## src/rtl/gate_truth_sequencer.sv

```systemverilog
// Steps a two-input gate through {x,y} = 00,01,10,11, samples z and grades the truth table.
// Optional glitch monitor enabled by defining SEQ_GLITCH_CHECK_EN; the measured table is on
// port meas_table because "table" is a reserved word in SystemVerilog.
module gate_truth_sequencer #(
   parameter int unsigned DWELL  = 10,
   parameter int unsigned SETTLE = 2
) (
   input  logic       clk,
   input  logic       rst,
   input  logic       start,
   input  logic [3:0] expected,
   output logic       x,
   output logic       y,
   input  logic       z,
   output logic       busy,
   output logic       done,
   output logic [3:0] meas_table,
   output logic       pass,
   output logic [2:0] mismatch_cnt,
   output logic       glitch
);

   typedef enum logic [1:0] {StIdle, StRun, StDone} state_e;

   localparam logic [7:0] SettleCnt = 8'(SETTLE);
   localparam logic [7:0] LastCnt   = 8'(DWELL - 1);

   state_e     state_q, state_d;
   logic [1:0] idx_q, idx_d;
   logic [7:0] cnt_q, cnt_d;
   logic [3:0] exp_q, exp_d;
   logic [3:0] tbl_q, tbl_d;
   logic       pass_q, pass_d;
   logic [2:0] mm_q, mm_d;

   function automatic logic [2:0] popcount4(input logic [3:0] v);
      return {2'b00, v[0]} + {2'b00, v[1]} + {2'b00, v[2]} + {2'b00, v[3]};
   endfunction

`ifdef SEQ_GLITCH_CHECK_EN
   logic glitch_q, glitch_d;
`endif

   always_comb begin
      state_d  = state_q;
      idx_d    = idx_q;
      cnt_d    = cnt_q;
      exp_d    = exp_q;
      tbl_d    = tbl_q;
      pass_d   = pass_q;
      mm_d     = mm_q;
`ifdef SEQ_GLITCH_CHECK_EN
      glitch_d = glitch_q;
`endif
      x        = 1'b0;
      y        = 1'b0;
      busy     = 1'b0;
      done     = 1'b0;

      case (state_q)
         StIdle: begin
            if (start) begin
               exp_d    = expected;
               tbl_d    = 4'b0000;
               pass_d   = 1'b0;
               mm_d     = 3'd0;
`ifdef SEQ_GLITCH_CHECK_EN
               glitch_d = 1'b0;
`endif
               idx_d    = 2'd0;
               cnt_d    = 8'd0;
               state_d  = StRun;
            end
         end

         StRun: begin
            busy   = 1'b1;
            {x, y} = idx_q;
            cnt_d  = cnt_q + 8'd1;
            if (cnt_q == SettleCnt) begin
               tbl_d[idx_q] = z;
            end
`ifdef SEQ_GLITCH_CHECK_EN
            // After the sample point z must stay at the value just captured.
            if ((cnt_q > SettleCnt) && (z != tbl_q[idx_q])) begin
               glitch_d = 1'b1;
            end
`endif
            if (cnt_q == LastCnt) begin
               cnt_d = 8'd0;
               if (idx_q != 2'd3) begin
                  idx_d = idx_q + 2'd1;
               end else begin
                  // Grade from tbl_d so a sample taken on this same edge is included.
                  pass_d  = (tbl_d == exp_q);
                  mm_d    = popcount4(tbl_d ^ exp_q);
                  state_d = StDone;
               end
            end
         end

         StDone: begin
            done    = 1'b1;
            state_d = StIdle;
         end

         default: begin
            state_d = StIdle;
         end
      endcase
   end

   always_ff @(posedge clk) begin
      if (rst) begin
         state_q  <= StIdle;
         idx_q    <= 2'd0;
         cnt_q    <= 8'd0;
         exp_q    <= 4'b0000;
         tbl_q    <= 4'b0000;
         pass_q   <= 1'b0;
         mm_q     <= 3'd0;
`ifdef SEQ_GLITCH_CHECK_EN
         glitch_q <= 1'b0;
`endif
      end else begin
         state_q  <= state_d;
         idx_q    <= idx_d;
         cnt_q    <= cnt_d;
         exp_q    <= exp_d;
         tbl_q    <= tbl_d;
         pass_q   <= pass_d;
         mm_q     <= mm_d;
`ifdef SEQ_GLITCH_CHECK_EN
         glitch_q <= glitch_d;
`endif
      end
   end

   assign meas_table   = tbl_q;
   assign pass         = pass_q;
   assign mismatch_cnt = mm_q;
`ifdef SEQ_GLITCH_CHECK_EN
   assign glitch = glitch_q;
`else
   assign glitch = 1'b0;
`endif

endmodule

```

## config.mk

```make
export PLATFORM = sky130hd
export DESIGN_NAME = gate_truth_sequencer
export DESIGN_NICKNAME = d
export VERILOG_FILES = /design/src/rtl/gate_truth_sequencer.sv
export SDC_FILE = /design/constraint.sdc
export NUM_CORES = 1
export LEC_CHECK = 0
export CORE_ASPECT_RATIO = 0.5
export CORE_MARGIN = 10
export CORE_UTILIZATION = 30
export CTS_CLUSTER_DIAMETER = 120
export DETAILED_ROUTE_END_ITERATION = 10
export HOLD_SLACK_MARGIN = 0.06
export PLACE_DENSITY = 0.56
export SYNTH_ARGS = -nofsm -noshare
export SYNTH_HDL_FRONTEND = slang
export SYNTH_SLANG_ARGS = --single-unit
```

## constraint.sdc

```tcl
create_clock -name clk -period 3.3 [get_ports clk]
set_input_delay 0.33 -clock clk [delete_from_list [all_inputs] [get_ports clk]]
set_output_delay 0.33 -clock clk [all_outputs]
set_load 0.02 [all_outputs]
```

==> flow_metrics.py, run 1 <==
metrics = {
    "synth": {
        "synth-compound-area-share_pct": 19.22,
        "synthCells": 156,
        "yosysTopAreaCell": "dfxtp_1",
        "ys_types": 39,
        "synthTopCellsByCount": "24 x dfxtp_1, 21 x nor2_1, 14 x a21oi_1",
        "synth-simple-area-share_pct": 19.96,
        "avgSynthCellArea_um2": 8.638,
        "synth_edf_count": 0,
        "synth_most_common_cell": "dfxtp_1",
        "ys_warn_count": 0,
        "synth_seq_area_share_pct": 35.65,
        "synth_nets": 175,
        "ys_top_cells_by_area": "dfxtp_1 36%, ha_1 9.3%, mux2i_1 5.9%",
        "synthAdderAreaFrac_pct": 10.77,
        "netlist_area_mm2": 0.001348,
        "synth-seq-cells": 24,
        "synthXorXnorAreaFrac_pct": 2.600,
        "synth_top_family_by_area": "simple AND/OR/NAND/NOR gates",
        "async_flop_share_pct": 0,
        "synth_top_cell_area_share_pct": 35.65,
        "synth_mux_area_share_pct": 6.778,
        "synth_flop_cell": "dfxtp_1",
    },
    "clocking": {
        "clkLatencyLatePin_ns": 0.27,
        "cts_tree": "built",
        "cts_sinks": 24,
        "clk_pin_slew_ns": 0.09,
        "postCtsResizedCells": 0,
        "cts_root_buffer": "clkbuf_8",
        "htreeDepth": 1,
        "cts_buffer_depth": 2,
        "hold_buffers": 0,
        "cts_buffers": 3,
        "post_cts.repair.setup_buffers": 0,
    },
    "detailed_routing": {
        "ant_nets": 0,
        "route.detailed.drc": 0,
        "wl_per_cell_um": 13.33,
        "via_per_inst": 4.935,
        "dr.pass1.iters": 5,
        "vias": 1135,
        "routed_wl_mm": 3.066,
        "dr.first_iter.drc_count": 64,
    },
    "finish": {
        "fin_util_pct": 37.93,
        "stdcell_count": 230,
        "diodes": 0,
        "syn_to_final_growth_pct": 22.75,
        "drive_gt1_share_pct": 5.202,
        "num-nets-final": 193,
    },
    "placement": {
        "place_inst": 226,
        "dp_hpwl_mm": 2.350,
        "port_buffers": 19,
        "gp_congestion": 0.7992,
    },
    "floorplanning": {
        "dieArea_mm2": 0.007735,
        "coreArea_mm2": 0.004360,
        "ioPinCount": 21,
        "initial_core_util_pct": 30.90,
        "fp.dieH_um": 67.39,
        "fp-row-count": 17,
        "die_x_um": 114.8,
    },
    "power_and_ir_drop": {
        "ir_drop_mv": 0.1492,
        "power.density_mw_per_mm2": 384.8,
        "p_leak_nw": 0.6813,
    },
    "sta": {
        "skew_ns": 0.001497,
        "clock.fmax_ghz": 0.3321,
        "hold_violations": 0,
        "slew-limit-headroom_pct": 42.33,
        "setup_viol": 0,
        "fin_hold_ws_ns": 0.4990,
        "period_needed_ns": 3.011,
        "worst_pin_slew_ns": 0.8631,
        "min_period_over_period_pct": 91.25,
        "tns_ns": 0,
        "rsz0062_at_grt": "false",
        "slew_viol_final": 0,
    },
    "setup_path": {
        "cp.arrival_ns": 3.16,
        "end_kind": "flop",
        "cp_max_fo": 11,
        "critPathLaunchType": "flop",
        "reg2reg_slack_ns": 0.29,
        "crit_required_ns": 3.45,
        "crit_type": "reg -> reg",
    },
    "outcome": {
        "status": "finished clean",
    },
    "grt": {
        "overflow": 0,
        "grt_usage_pct": 8.414,
        "antenna_found_initial": 0,
        "grt_pass1_vias": 1126,
        "grt_max_degree": 16,
        "grt_pass1_wl_mm": 5.464,
    },
    "worst_hold_path": {
        "hold_class": "reg -> reg",
    },
    "job": {
        "max-cap-violations": 0,
    },
}
-- logic make-up after synthesis --
family | Yosys count
buf+inv | 15
compound gates | 40
other cells | 1
simple gates | 52
mux | 9
flops | 24
xor+xnor | 4
fa+ha+maj | 11
-- layer usage --
| layer | vias up | GRT usage [%] | routed length [µm] |
|---|---|---|---|
| li1 | 588 | - | - |
| met5 | - | 0 | 0 |
| met3 | 2 | 2.034 | 85 |
| met2 | 12 | 14.61 | 1477 |
| met1 | 533 | 10.48 | 1501 |
| met4 | 0 | 1.840 | 2 |
-- layout by cell type, fill, tap and decap left out, types with 4 or more instances in the layout --
cell type	netlist	layout
dfxtp_1	24	24
nor2_1	21	21
clkdlybuf4s50_1	0	19
a21oi_1	14	14
ha_1	10	10
inv_1	8	8
mux2i_1	8	8
o21ai_0	7	7
and3_1	5	5
nand2_1	5	5
nor3_1	5	5
nand4_1	4	4
-- worst paths after layout --
check / start / endpoint / cells past startpoint
worst max register to register: cnt_q[5] / mismatch_cnt[1] / 11
worst max-delay path: cnt_q[5] / mismatch_cnt[1] / 11
worst min register to register: meas_table[1] / meas_table[1] / 2
worst min-delay path: meas_table[1] / meas_table[1] / 2
-- cell type report --
class	count	area, µm²
clock buffer	3	41.29
multi-input combinational	117	803.3
clock inverter	1	30.03
fill	447	2706
inverter	8	30.03
tap	57	71.32
sequential	24	480.5
timing repair buffer	20	197.7
-- critical path, stage by stage, from the launching register on --
cell     delay [ns]
dfxtp_1        0.39
nor3_4         0.32
and3_1         0.43
mux2i_1        0.32
xnor2_1        0.17
inv_1          0.07
fa_1           0.48
inv_1          0.04
ha_1           0.19
ha_1           0.27
a22oi_1        0.16
nor2_1         0.06
-- power breakdown --
part / switching, mW / internal (mW)
logic: 0.0427 / 0.0290
clock network: 0.101 / 0.162
registers: 0.00591 / 0.295
-- metrics by stage --
stage                     cell area, µm²  setup slack, ns  total power [mW]
after CTS                           1654           0.2995            0.6426
final                               1654           0.2888            0.6365
after global placement              1583           0.3046            0.3807
after global routing                1654          0.02118            0.6642
after detailed placement            1583           0.2896            0.3805
after floorplan                     1348           0.5131            0.3561
-- registers in the layout (all words and copies together), names as in the netlist --
register,flops
meas_table,4
state_q,2
cnt_q,8
exp_q,4
pass,1
idx_q,2
mismatch_cnt,3
Note: power is estimated with default switching activity, not from simulation.
==> inputs of run 2 (changes only) <==
CORE_UTILIZATION = 25   (was 30)
PLACE_DENSITY = 0.49   (was 0.56)
clock period = 3.4 ns   (was 3.3 ns; I/O delays follow)
==> run 2 against run 1 <==
  * Worst hold slack better by 0.0049 ns
  * Power fell by 3.0%
  * Register-to-register slack better by 0.12 ns
  * Combinational power is essentially flat
  * Highest routed layer unchanged
==> flow_metrics.py, run 2 (synthesis results as in run 1) <==
metrics = {
    "placement": {
        "place_ws_ns": 0.4060,
        "port_buffers": 19,
        "dp_hpwl_mm": 2.430,
        "gp_congestion": 0.7385,
        "place_inst": 239,
    },
    "setup_path": {
        "crit_required_ns": 3.55,
        "max_stage_delay_ns": 0.48,
        "cp_max_fo": 11,
        "startpoint": "cnt_q[5]",
        "end_kind": "flop",
        "cp_cell_sequence": "nor3_4 > and3_1 > mux2i_1 > xnor2_1 > inv_1 > fa_1 > inv_1 > ha_1 > ha_1 > a22oi_1 > nor2_1",
        "cp.arrival_ns": 3.15,
        "critPathLaunchType": "flop",
        "r2r-end": "mismatch_cnt[1]",
        "reg2regPathDepth": 11,
        "cp_slowest_cell": "fa_1",
        "crit_type": "reg -> reg",
        "reg2reg_slack_ns": 0.40,
        "r2r-start": "cnt_q[5]",
        "crit_end": "mismatch_cnt[1]",
    },
    "sta": {
        "slew_viol_final": 0,
        "fin_ws_ns": 0.4049,
        "slew-limit-headroom_pct": 40.87,
        "hold_violations": 0,
        "period_needed_ns": 2.995,
        "skew_ns": 0.001505,
        "rsz0062_at_grt": "false",
        "min_period_over_period_pct": 88.09,
        "clock.fmax_ghz": 0.3339,
        "worst_pin_slew_ns": 0.8850,
        "tns_ns": 0,
        "setup_viol": 0,
    },
    "finish": {
        "fill_cells": 534,
        "diodes": 0,
        "final_cell_mix": "24 x dfxtp_1, 21 x nor2_1, 19 x clkdlybuf4s50_1, 14 x a21oi_1, 10 x ha_1",
        "layout_commonest_cell": "dfxtp_1",
        "stdcell_count": 243,
        "syn_to_final_growth_pct": 23.96,
        "num-nets-final": 193,
        "max_flop_register": "cnt_q",
        "drive_gt1_share_pct": 5.202,
        "largest_reg_flops": 8,
    },
    "detailed_routing": {
        "dr.first_iter.drc_count": 40,
        "ant_nets": 0,
        "route.detailed.drc": 0,
        "wl_per_cell_um": 13.30,
        "via_per_inst": 4.786,
        "dr.pass1.iters": 4,
        "routed_wl_mm": 3.232,
        "vias": 1163,
    },
    "clocking": {
        "post_cts.repair.setup_buffers": 0,
        "htreeDepth": 1,
        "postCtsResizedCells": 0,
        "cts_root_buffer": "clkbuf_8",
        "hold_buffers": 0,
        "cts_tree": "built",
        "cts_sinks": 24,
        "clk_pin_slew_ns": 0.09,
        "cts_buffers": 3,
        "clkLatencyLatePin_ns": 0.27,
        "cts_buffer_depth": 2,
    },
    "floorplanning": {
        "fp.dieH_um": 71.92,
        "die_x_um": 123.8,
        "initial_core_util_pct": 26.59,
        "coreArea_mm2": 0.005067,
        "ioPinCount": 21,
        "dieArea_mm2": 0.008905,
        "fp-row-count": 18,
    },
    "grt": {
        "use_met2_pct": 11.81,
        "grt_usage_pct": 7.297,
        "gr-usage-met1_pct": 9.212,
        "grt_max_degree": 15,
        "grt_busiest_layer": "met2",
        "grt_pass1_vias": 1076,
        "met3_usage_pct": 2.008,
        "overflow": 0,
        "antenna_found_initial": 0,
        "grt_pass1_wl_mm": 5.375,
    },
    "power_and_ir_drop": {
        "power.internal_mw": 0.4726,
        "p_leak_nw": 0.6813,
        "pwr-share-seq_pct": 47.4,
        "p_clk_share_pct": 41.0,
        "power.density_mw_per_mm2": 369.7,
        "p_sw_share_pct": 23.48,
        "ir_drop_mv": 0.1177,
        "pwr-share-comb_pct": 11.6,
        "switchingPower_mw": 0.1450,
    },
    "worst_hold_path": {
        "hold_class": "reg -> reg",
    },
    "job": {
        "max-cap-violations": 0,
    },
    "outcome": {
        "status": "finished clean",
    },
}
-- run 2: area by class of cell --
cell class / instances / area [µm²] / share of cell area, %
well taps: 70 / 87.58 / 5.243
clock buffers: 3 / 41.29 / 2.472
inverters: 8 / 30.03 / 1.798
multi-input cells: 117 / 803.3 / 48.09
repair buffers: 20 / 197.7 / 11.84
clock inverters: 1 / 30.03 / 1.798
flip-flops and latches: 24 / 480.5 / 28.76
-- run 2: worst max-delay path, delay by kind of cell (launching register included) --
kind / cells / cell delay [ns]
mux: 1 / 0.30
fa+ha+maj: 3 / 0.93
simple gates: 3 / 0.82
xor+xnor: 1 / 0.17
compound gates: 1 / 0.15
buf+inv: 2 / 0.12
flops: 1 / 0.39
-- run 2: how the worst min path moves through the flow --
stage | from | endpoint | slack (ns) | cells past startpoint
2_1_floorplan | rst | cnt_q[6] | 0.41 | 1
3_5_place_dp | meas_table[1] | meas_table[1] | 0.49 | 2
4_1_cts | meas_table[1] | meas_table[1] | 0.51 | 2
5_1_grt | meas_table[1] | meas_table[1] | 0.53 | 2
3_3_place_gp | meas_table[1] | meas_table[1] | 0.49 | 2
6_report | meas_table[1] | meas_table[1] | 0.50 | 2
-- run 2: per-layer routing --
metal | vias up | part of all wire, %
met5 | - | 0
met4 | 0 | 1.1
met3 | 2 | 3.8
met2 | 18 | 46
met1 | 548 | 49
li1 | 595 | -
-- run 2: through the flow --
stage | util, % | hold WS, ns | power, mW | instance area [µm²]
6_report | 32.96 | 0.5039 | 0.6176 | 1670
5_1_grt | 32.96 | 0.5269 | 0.6477 | 1670
4_1_cts | 32.96 | 0.5059 | 0.6253 | 1670
3_5_place_dp | 31.56 | 0.4931 | 0.3716 | 1599
3_3_place_gp | 31.56 | 0.4949 | 0.3705 | 1599
2_1_floorplan | - | 0.4121 | 0.3456 | 1348
-- run 2: power groups by stage --
stage,Clock [mW],Combinational (mW),Sequential (mW)
floorplan,0,0.0477,0.298
global placement,0,0.0715,0.299
detailed placement,0,0.0723,0.299
CTS,0.260,0.0725,0.293
global route,0.274,0.0797,0.294
finish,0.253,0.0719,0.293
